[config.mk]
export PLATFORM = sky130hd
export DESIGN_NAME = int_ctrl
export DESIGN_NICKNAME = d
export VERILOG_FILES = /design/src/rtl/int_ctrl.sv
export SDC_FILE = /design/constraint.sdc
export NUM_CORES = 1
export LEC_CHECK = 0
export BUFFER_PORTS_ARGS = -buffer_cell sky130_fd_sc_hd__buf_2
export CAP_MARGIN = 10
export CORE_AREA = 2 2 116 118
export CTS_CLUSTER_DIAMETER = 30
export DETAILED_ROUTE_END_ITERATION = 10
export DIE_AREA = 0 0 118 120
export PLACE_DENSITY = 0.68
export SYNTH_ARGS = -nofsm -noshare
export SYNTH_HDL_FRONTEND = slang
export SYNTH_SLANG_ARGS = --single-unit
export TNS_END_PERCENT = 100
[constraint.sdc]
create_clock -name clk -period 1.65 [get_ports clk]
set_input_delay 0.33 -clock clk [delete_from_list [all_inputs] [get_ports clk]]
set_output_delay 0.33 -clock clk [all_outputs]
set_load 0.01 [all_outputs]
[src/rtl/int_ctrl.sv]
// Machine-mode trap sequencer: writes mepc/mcause/[mtval]/mstatus through the CSR
// interrupt port, then redirects to mtvec or mepc. Optional mtval write: YADAN_INT_MTVAL_EN.
module int_ctrl #(
  parameter int RESET_PC_UNUSED = 0
) (
  input  logic        clk,
  input  logic        rst,
  input  logic        ecall_i,
  input  logic        ebreak_i,
  input  logic        mret_i,
  input  logic [31:0] inst_addr_i,
  input  logic        irq_ext_i,
  input  logic        irq_timer_i,
  input  logic        global_int_en_i,
  input  logic [31:0] csr_mie_i,
  input  logic [31:0] csr_mtvec_i,
  input  logic [31:0] csr_mepc_i,
  input  logic [31:0] csr_mstatus_i,
  output logic        we_o,
  output logic [31:0] waddr_o,
  output logic [31:0] data_o,
  output logic [31:0] raddr_o,
  output logic        hold_flag_o,
  output logic        int_assert_o,
  output logic [31:0] int_addr_o
);

  localparam logic [31:0] CSR_MSTATUS = 32'h0000_0300;
  localparam logic [31:0] CSR_MEPC    = 32'h0000_0341;
  localparam logic [31:0] CSR_MCAUSE  = 32'h0000_0342;
  localparam logic [31:0] CSR_MTVAL   = 32'h0000_0343;

  localparam logic [31:0] CAUSE_ECALL  = 32'd11;
  localparam logic [31:0] CAUSE_EBREAK = 32'd3;
  localparam logic [31:0] CAUSE_EXT    = 32'h8000_000B;
  localparam logic [31:0] CAUSE_TIMER  = 32'h8000_0007;

  typedef enum logic [2:0] {
    S_IDLE,
    S_W_MEPC,
    S_W_MCAUSE,
`ifdef YADAN_INT_MTVAL_EN
    S_W_MTVAL,
`endif
    S_W_MSTATUS,
    S_W_MRET,
    S_ASSERT
  } state_e;

  state_e      state_q, state_d;
  logic [31:0] cause_q, cause_d;
  logic [31:0] epc_q, epc_d;
  logic [31:0] tval_q, tval_d;
  logic        is_mret_q, is_mret_d;

  logic ext_req;
  logic tmr_req;

  generate
    if (RESET_PC_UNUSED != 0) begin : g_param_placeholder
    end
  endgenerate

  assign ext_req = irq_ext_i & global_int_en_i & csr_mie_i[11];
  assign tmr_req = irq_timer_i & global_int_en_i & csr_mie_i[7];
  assign raddr_o = CSR_MSTATUS;

  always_comb begin
    state_d      = state_q;
    cause_d      = cause_q;
    epc_d        = epc_q;
    tval_d       = tval_q;
    is_mret_d    = is_mret_q;
    we_o         = 1'b0;
    waddr_o      = 32'h0;
    data_o       = 32'h0;
    int_assert_o = 1'b0;
    int_addr_o   = 32'h0;
    hold_flag_o  = (state_q != S_IDLE);

    case (state_q)
      S_IDLE: begin
        // Fixed priority: mret > ecall > ebreak > external > timer.
        if (mret_i) begin
          hold_flag_o = 1'b1;
          is_mret_d   = 1'b1;
          state_d     = S_W_MRET;
        end else if (ecall_i | ebreak_i | ext_req | tmr_req) begin
          hold_flag_o = 1'b1;
          is_mret_d   = 1'b0;
          epc_d       = inst_addr_i;
          tval_d      = inst_addr_i;
          state_d     = S_W_MEPC;
          if (ecall_i)       cause_d = CAUSE_ECALL;
          else if (ebreak_i) cause_d = CAUSE_EBREAK;
          else if (ext_req)  cause_d = CAUSE_EXT;
          else               cause_d = CAUSE_TIMER;
        end
      end
      S_W_MEPC: begin
        we_o    = 1'b1;
        waddr_o = CSR_MEPC;
        data_o  = epc_q;
        state_d = S_W_MCAUSE;
      end
      S_W_MCAUSE: begin
        we_o    = 1'b1;
        waddr_o = CSR_MCAUSE;
        data_o  = cause_q;
`ifdef YADAN_INT_MTVAL_EN
        state_d = S_W_MTVAL;
`else
        state_d = S_W_MSTATUS;
`endif
      end
`ifdef YADAN_INT_MTVAL_EN
      S_W_MTVAL: begin
        we_o    = 1'b1;
        waddr_o = CSR_MTVAL;
        data_o  = tval_q;
        state_d = S_W_MSTATUS;
      end
`endif
      S_W_MSTATUS: begin
        // MPIE <- MIE, MIE <- 0
        we_o    = 1'b1;
        waddr_o = CSR_MSTATUS;
        data_o  = {csr_mstatus_i[31:8], csr_mstatus_i[3], csr_mstatus_i[6:4],
                   1'b0, csr_mstatus_i[2:0]};
        state_d = S_ASSERT;
      end
      S_W_MRET: begin
        // MIE <- MPIE, MPIE <- 1
        we_o    = 1'b1;
        waddr_o = CSR_MSTATUS;
        data_o  = {csr_mstatus_i[31:8], 1'b1, csr_mstatus_i[6:4],
                   csr_mstatus_i[7], csr_mstatus_i[2:0]};
        state_d = S_ASSERT;
      end
      S_ASSERT: begin
        int_assert_o = 1'b1;
        int_addr_o   = is_mret_q ? csr_mepc_i : csr_mtvec_i;
        state_d      = S_IDLE;
      end
      default: state_d = S_IDLE;
    endcase
  end

  always_ff @(posedge clk) begin
    if (rst) begin
      state_q   <= S_IDLE;
      cause_q   <= 32'h0;
      epc_q     <= 32'h0;
      tval_q    <= 32'h0;
      is_mret_q <= 1'b0;
    end else begin
      state_q   <= state_d;
      cause_q   <= cause_d;
      epc_q     <= epc_d;
      tval_q    <= tval_d;
      is_mret_q <= is_mret_d;
    end
  end

  logic unused_ok;
`ifdef YADAN_INT_MTVAL_EN
  assign unused_ok = ^{csr_mie_i[31:12], csr_mie_i[10:8], csr_mie_i[6:0]};
`else
  assign unused_ok = ^{csr_mie_i[31:12], csr_mie_i[10:8], csr_mie_i[6:0], tval_q};
`endif

endmodule

==> results of run 1 <==
[final cells by class]
type                       count  area, µm²
clock buffer                   6        129
clock inverter                 2       35.0
fill                        1344       8250
inverter                       4       15.0
multi-input combinational    280       1870
sequential                    40        813
tap                          176        220
timing repair buffer         253       1640
[power by group through the flow]
| stage | Combinational, µW | Clock, µW | Sequential [µW] |
|---|---|---|---|
| 2_1_floorplan | 1020 | 0 | 1120 |
| 3_3_place_gp | 1440 | 0 | 1150 |
| 5_1_grt | 2030 | 1160 | 1150 |
| 6_report | 1880 | 1090 | 1140 |
| 4_1_cts | 1860 | 1120 | 1140 |
| 3_5_place_dp | 1450 | 0 | 1140 |
[what timing repair did]
| item | CTS | global route |
|---|---|---|
| pin swaps | 8 | 14 |
| endpoints found under the hold margin | 0 | 0 |
| buffers inserted | 12 | 2 |
| gates resized for setup | 60 | 29 |
| setup endpoints to repair | 94 | 104 |
| gates cloned | 7 | 0 |
| hold buffers | 0 | 0 |
[flip-flops by register name (all words and copies together), names as in the netlist]
name,cells
state_q,3
cause_q,4
is_mret_q,1
epc_q,32
[worst min-delay path by stage]
stage,startpoint,endpoint,slack (ns),cells after the start
after floorplan,cause_q[1]$_SDFFE_PP0P_,cause_q[1]$_SDFFE_PP0P_,0.44,2
after global placement,cause_q[1]$_SDFFE_PP0P_,cause_q[1]$_SDFFE_PP0P_,0.45,2
after detailed placement,cause_q[1]$_SDFFE_PP0P_,cause_q[1]$_SDFFE_PP0P_,0.47,2
after CTS,inst_addr_i[24],epc_q[24]$_SDFFE_PP0P_,0.27,3
after global routing,inst_addr_i[27],epc_q[27]$_SDFFE_PP0P_,0.28,3
final,inst_addr_i[30],epc_q[30]$_SDFFE_PP0P_,0.28,3
[synth_stat cells (all sizes together), types with 3 or more instances]
cell	number
inv	4
o21ai	10
nand2	12
dfxtp	40
mux2i	65
nor3	3
nand3	6
a21oi	4
clkbuf	15
buf	68
a22oi	5
nor2	76
a22o	26
[per-layer routing]
| layer | vias to the layer above | share of wire, % | global-route usage (%) |
|---|---|---|---|
| li1 | 1547 | - | - |
| met1 | 1424 | 37 | 13.5 |
| met2 | 155 | 53 | 24.7 |
| met3 | 7 | 9.3 | 4.23 |
| met4 | 0 | 0.97 | 3.16 |
| met5 | - | 0 | 0 |
[worst register-to-register path, stage by stage, from the launching register on]
cell	delay (ns)
dfxtp_4	0.36
or4_4	0.55
a21oi_4	0.15
buf_12	0.15
buf_12	0.12
buf_16	0.12
mux2i_1	0.17
nor2_1	0.06
[per-stage QoR]
stage	area (µm²)	TNS, ns	worst slack (ns)	utilization [%]
floorplan	3120	-2.50	-0.0722	-
global route	4730	-18.48	-0.257	36.4
detailed placement	4060	-4.81	-0.159	31.3
CTS	4700	-12.76	-0.173	36.2
finish	4730	-11.36	-0.179	36.4
global placement	4060	-4.30	-0.136	31.3
[cells by family after synthesis]
group / synth area share (%)
AOI/OAI and AO/OA: 13.2
buffers and inverters: 21.2
DFF: 27.6
muxes: 23.2
other: 0.259
and+or+nand+nor: 14.6
==> flow_metrics.env, run 1 <==
export IMPL_synthDominantCellAreaShare_pct=27.6
export IMPL_cp_slowest_cell="dfxtp_4"
export IMPL_io_buffers=209
export IMPL_leakagePower_uw=0.00239
export IMPL_vdd_drop_max_uv=427
export IMPL_timing_rr_start="state_q[2]$_SDFFE_PP0P_"
export IMPL_status="complete, but fails checks"
export IMPL_drtPass1Iterations=4
export IMPL_switchingPower_uw=1350
export IMPL_num_rows=42
export IMPL_cp_slowest_stage_delay_ns=0.37
export IMPL_start_util_pct=22.4
export IMPL_dp_hpwl_mm=6.96
export IMPL_die_x_um=118
export IMPL_clk_pin_slew_ns=0.06
export IMPL_clk_latency_ns=0.28
export IMPL_violations="setup timing"
export IMPL_final_cell_count_no_fill=761
export IMPL_hp_class="input pin to flop"
export IMPL_finalWirelength_mm=9.68
export IMPL_drt_iter0_drc=86
export IMPL_cts_max_path_buffers=2
export IMPL_wl_per_cell_um=12.7
export IMPL_switching_share_pct=32.8
export IMPL_crit_start="state_q[0]$_SDFFE_PP0P_"
export IMPL_ys_types=29
export IMPL_path_cells="buf_8, nor2b_4, buf_6, a22oi_1, o21ai_1, buf_2"
export IMPL_fmax_mhz=547
export IMPL_rr_endpoint="epc_q[2]$_SDFFE_PP0P_"
export IMPL_cp_num_buf_inv=3
export IMPL_cp_num_cells=6
export IMPL_final_cell_mix="buf_2, mux2i_1, nor2_1, conb_1, dfxtp_1"
export IMPL_maxCapViolCount=0
export IMPL_die_y_um=120
export IMPL_setup_ws_ns=-0.179
export IMPL_finalMaxSlewViolations=0
export IMPL_core_area_um2=13000
export IMPL_dp_cells=736
export IMPL_synth_seq_cells=40
export IMPL_nNetsFinal=752
export IMPL_power_density_nw_per_um2=869
export IMPL_ys_top_cells_by_area="dfxtp_1, mux2i_1, buf_4, nor2_1, a22o_1"
export IMPL_total_power_uw=4110
export IMPL_period_minus_slack_ns=1.83
export IMPL_setup_viol=103
export IMPL_r2r_slack_ns=-0.13
export IMPL_synth_edf_count=0
export IMPL_power_frac_comb_pct=45.8
export IMPL_synth_area_um2=2900
export IMPL_critPathMaxFanout=8
export IMPL_cts_sinks=40
export IMPL_grt_overflow=0
export IMPL_cts_buffers=5
export IMPL_clock_root_buffer="clkbuf_16"
export IMPL_final_common_cell="buf_2"
export IMPL_routabilityCongestion=0.765
export IMPL_clock_skew_final_ns=0.00435
export IMPL_seq_power_share_pct=27.7
export IMPL_critPathKind="flop to primary output"
export IMPL_vias_per_cell=4.12
export IMPL_grt_pass1_vias=2917
export IMPL_netlist_instances=350
export IMPL_finalCritPeriodShare_pct=111
export IMPL_diodes=0
export IMPL_final_hold_violation_count=0
export IMPL_vias=3133
export IMPL_cp_required_ns=1.32
export IMPL_io_pins=299
export IMPL_die_area_um2=14200
export IMPL_synth_top_area_cell="dfxtp_1"
export IMPL_intPower_uw=2760
export IMPL_cp_arrival_ns=1.50
export IMPL_ys_flop_type="dfxtp_1"
export IMPL_rsz0062_at_grt="true"
export IMPL_ant_nets=0
export IMPL_syn_avg_cell_area_um2=8.30
export IMPL_reg2regPathDepth=7
export IMPL_grt_max_degree=30
export IMPL_endpoint="data_o[3]"
export IMPL_drive_gt1_share_pct=51.6
export IMPL_htree_levels=2
export IMPL_antenna_found_initial=0
export IMPL_cts_tree="done"
export IMPL_setup_worst_path_start_class="flop"
export IMPL_yosysWarnings=0
export IMPL_cpLargestDelayFamily="buffers and inverters"
export IMPL_grt_pass1_wl_mm=14.6
export IMPL_async_flop_share_pct=0
export IMPL_seq_area_frac_synth_pct=27.6
export IMPL_power_frac_clock_pct=26.5
export IMPL_grt_usage_pct=12.9
export IMPL_drc=0
export IMPL_area_delta_synth_final_pct=62.8
export IMPL_hold_ws_ns=0.281
export IMPL_worstSetupEndpointType="primary output"
(Power assumes the default switching activity.)
==> run 2: changes to the inputs <==
--- a/config.mk
+++ b/config.mk
@@ -7,11 +7,11 @@
 export LEC_CHECK = 0
 export BUFFER_PORTS_ARGS = -buffer_cell sky130_fd_sc_hd__buf_2
 export CAP_MARGIN = 10
-export CORE_AREA = 2 2 116 118
+export CORE_AREA = 2 2 117 119
 export CTS_CLUSTER_DIAMETER = 30
 export DETAILED_ROUTE_END_ITERATION = 10
-export DIE_AREA = 0 0 118 120
-export PLACE_DENSITY = 0.68
+export DIE_AREA = 0 0 119 121
+export PLACE_DENSITY = 0.65
 export SYNTH_ARGS = -nofsm -noshare
 export SYNTH_HDL_FRONTEND = slang
 export SYNTH_SLANG_ARGS = --single-unit
==> constraint.sdc (replaced) <==
create_clock -name clk -period 1.9 [get_ports clk]
set_input_delay 0.38 -clock clk [delete_from_list [all_inputs] [get_ports clk]]
set_output_delay 0.38 -clock clk [all_outputs]
set_load 0.01 [all_outputs]
==> run 2 against run 1 <==
Compared with the run above: the run still ends with setup timing left; sequential share of layout area shrank 0.57 points; register-to-register slack gained 0.16 ns; sequential power shrank 12%; utilization grew 1.1 points; final area grew 3.8%; clock power shrank 25%; via count grew 1.9%; clock-buffer cell count shrank 1; critical endpoint is now data_o[30]; largest cell class unchanged.
==> flow_metrics.env, run 2 (synthesis results as in run 1) <==
export IMPL_ant_nets=0
export IMPL_worstSetupEndpointType="primary output"
export IMPL_cts_tree="done"
export IMPL_start_util_pct=22.2
export IMPL_maxCapViolCount=0
export IMPL_grt_max_degree=28
export IMPL_largest_register_ffs=32
export IMPL_cp_num_buf_inv=3
export IMPL_clock_root_buffer="clkbuf_16"
export IMPL_period_minus_slack_ns=1.91
export IMPL_drt_iter0_drc=48
export IMPL_cpLargestDelayFamily="buffers and inverters"
export IMPL_vias=3193
export IMPL_routabilityCongestion=0.771
export IMPL_setup_worst_path_start_class="flop"
export IMPL_hp_class="input pin to flop"
export IMPL_n_fill_cell=1328
export IMPL_fmax_mhz=524
export IMPL_timing_rr_start="state_q[1]$_SDFFE_PP0P_"
export IMPL_final_cell_mix="buf_2, conb_1, mux2i_1, nor2_1, dfxtp_1"
export IMPL_cp_arrival_ns=1.53
export IMPL_critPathKind="flop to primary output"
export IMPL_clk_pin_slew_ns=0.06
export IMPL_nNetsFinal=750
export IMPL_cts_sinks=40
export IMPL_cts_max_path_buffers=2
export IMPL_cp_slowest_cell="dfxtp_4"
export IMPL_leakagePower_uw=0.00241
export IMPL_num_rows=42
export IMPL_clk_latency_ns=0.28
export IMPL_die_y_um=121
export IMPL_finalMaxSlewViolations=0
export IMPL_antenna_found_initial=0
export IMPL_cts_buffers=5
export IMPL_rsz0062_at_grt="true"
export IMPL_register_area_um2=816
export IMPL_critPathMaxFanout=5
export IMPL_hold_ws_ns=0.328
export IMPL_violations="setup timing"
export IMPL_final_hold_violation_count=0
export IMPL_fin_tns_setup_ns=-0.00923
export IMPL_area_delta_synth_final_pct=68.9
export IMPL_grt_pass1_wl_mm=14.0
export IMPL_drc=0
export IMPL_status="complete, but fails checks"
export IMPL_crit_start="state_q[1]$_SDFFE_PP0P_"
export IMPL_path_cells="buf_6, nand3_4, nand2_8, clkbuf_16, a22o_1, buf_2"
export IMPL_vdd_drop_max_uv=389
export IMPL_io_pins=299
export IMPL_finalCritPeriodShare_pct=100
export IMPL_clock_skew_final_ns=0.00385
export IMPL_min_from="inst_addr_i[1]"
export IMPL_grt_pass1_vias=2939
export IMPL_diodes=0
export IMPL_power_density_nw_per_um2=700
export IMPL_drtPass1Iterations=6
export IMPL_die_area_um2=14400
export IMPL_regMostFlops="epc_q"
export IMPL_setup_viol=1
export IMPL_cp_slowest_stage_delay_ns=0.37
export IMPL_dp_hpwl_mm=7.33
export IMPL_die_x_um=119
export IMPL_finalWirelength_mm=10.4
export IMPL_htree_levels=2
export IMPL_vias_per_cell=4.21
export IMPL_setup_ws_ns=-0.00923
export IMPL_cp_required_ns=1.52
export IMPL_core_area_um2=13100
export IMPL_wl_per_cell_um=13.7
export IMPL_multi_input_area_um2=2010
export IMPL_final_common_cell="buf_2"
export IMPL_drive_gt1_share_pct=54.6
export IMPL_grt_usage_pct=12.3
export IMPL_grt_overflow=0
export IMPL_largestRegisters="epc_q x32, cause_q x4, state_q x3"
export IMPL_io_buffers=209
[run 2: cell types whose count changed in the layout (fill, tap and decap cells not counted), moves of 2 or more]
| cell | delta |
|---|---|
| buf_8 | -5 |
| nor2_2 | -7 |
| buf_2 | -17 |
| nor2_4 | +19 |
| clkbuf_16 | +4 |
| buf_6 | +20 |
| o21ai_1 | -2 |
| nor2_1 | -12 |
| buf_12 | -4 |
| mux2i_2 | +9 |
| mux2i_1 | -9 |
[run 2: repair_timing]
item                                    4_1_cts  5_1_grt
endpoints found under the setup margin       67       88
cloned                                        2        4
resized for setup                            23      104
setup buffers                                 7        3
hold buffers                                  0        0
pin swaps                                     6       48
[run 2: worst min-delay path, cell delays in order]
cell and delay (ns):
buf_2 0.07, mux2i_1 0.05, nor2_1 0.07
[run 2: final timing paths]
kind                             endpoint  slack [ns]  cells after the start
setup / recovery               data_o[30]      -0.009                      6
hold / removal      epc_q[1]$_SDFFE_PP0P_        0.33                      3
setup reg to reg   epc_q[19]$_SDFFE_PP0P_        0.03                      6
hold reg to reg   cause_q[1]$_SDFFE_PP0P_        0.47                      2
[run 2: per-layer routing]
metal | up-vias | GRT usage (%) | wire [µm]
li1 | 1544 | - | -
met5 | - | 0 | 0
met4 | 0 | 3.13 | 114
met2 | 168 | 24.0 | 5500
met3 | 10 | 4.37 | 1020
met1 | 1471 | 12.3 | 3710
[run 2: power breakdown]
group / internal [µW] / switching [µW]
registers: 928 / 75.0
clock network: 477 / 338
logic: 824 / 793
[run 2: stage by stage]
| step | util (%) | area (µm²) | instances | setup slack [ns] | total power [µW] |
|---|---|---|---|---|---|
| floorplan | - | 3120 | 407 | 0.0323 | 1850 |
| global placement | 30.9 | 4040 | 735 | -0.0329 | 2240 |
| detailed placement | 30.9 | 4040 | 735 | -0.00582 | 2260 |
| CTS | 33.2 | 4350 | 751 | 0.000995 | 3200 |
| global route | 37.5 | 4900 | 758 | -0.0728 | 3650 |
| finish | 37.5 | 4900 | 758 | -0.00923 | 3430 |
[run 2: area by class of cell]
class | instances | share of cell area (%)
multi-input combinational | 280 | 40.9
timing repair buffer | 251 | 34.8
sequential | 40 | 16.6
tap | 176 | 4.49
clock buffer | 5 | 2.55
inverter | 4 | 0.306
clock inverter | 2 | 0.255
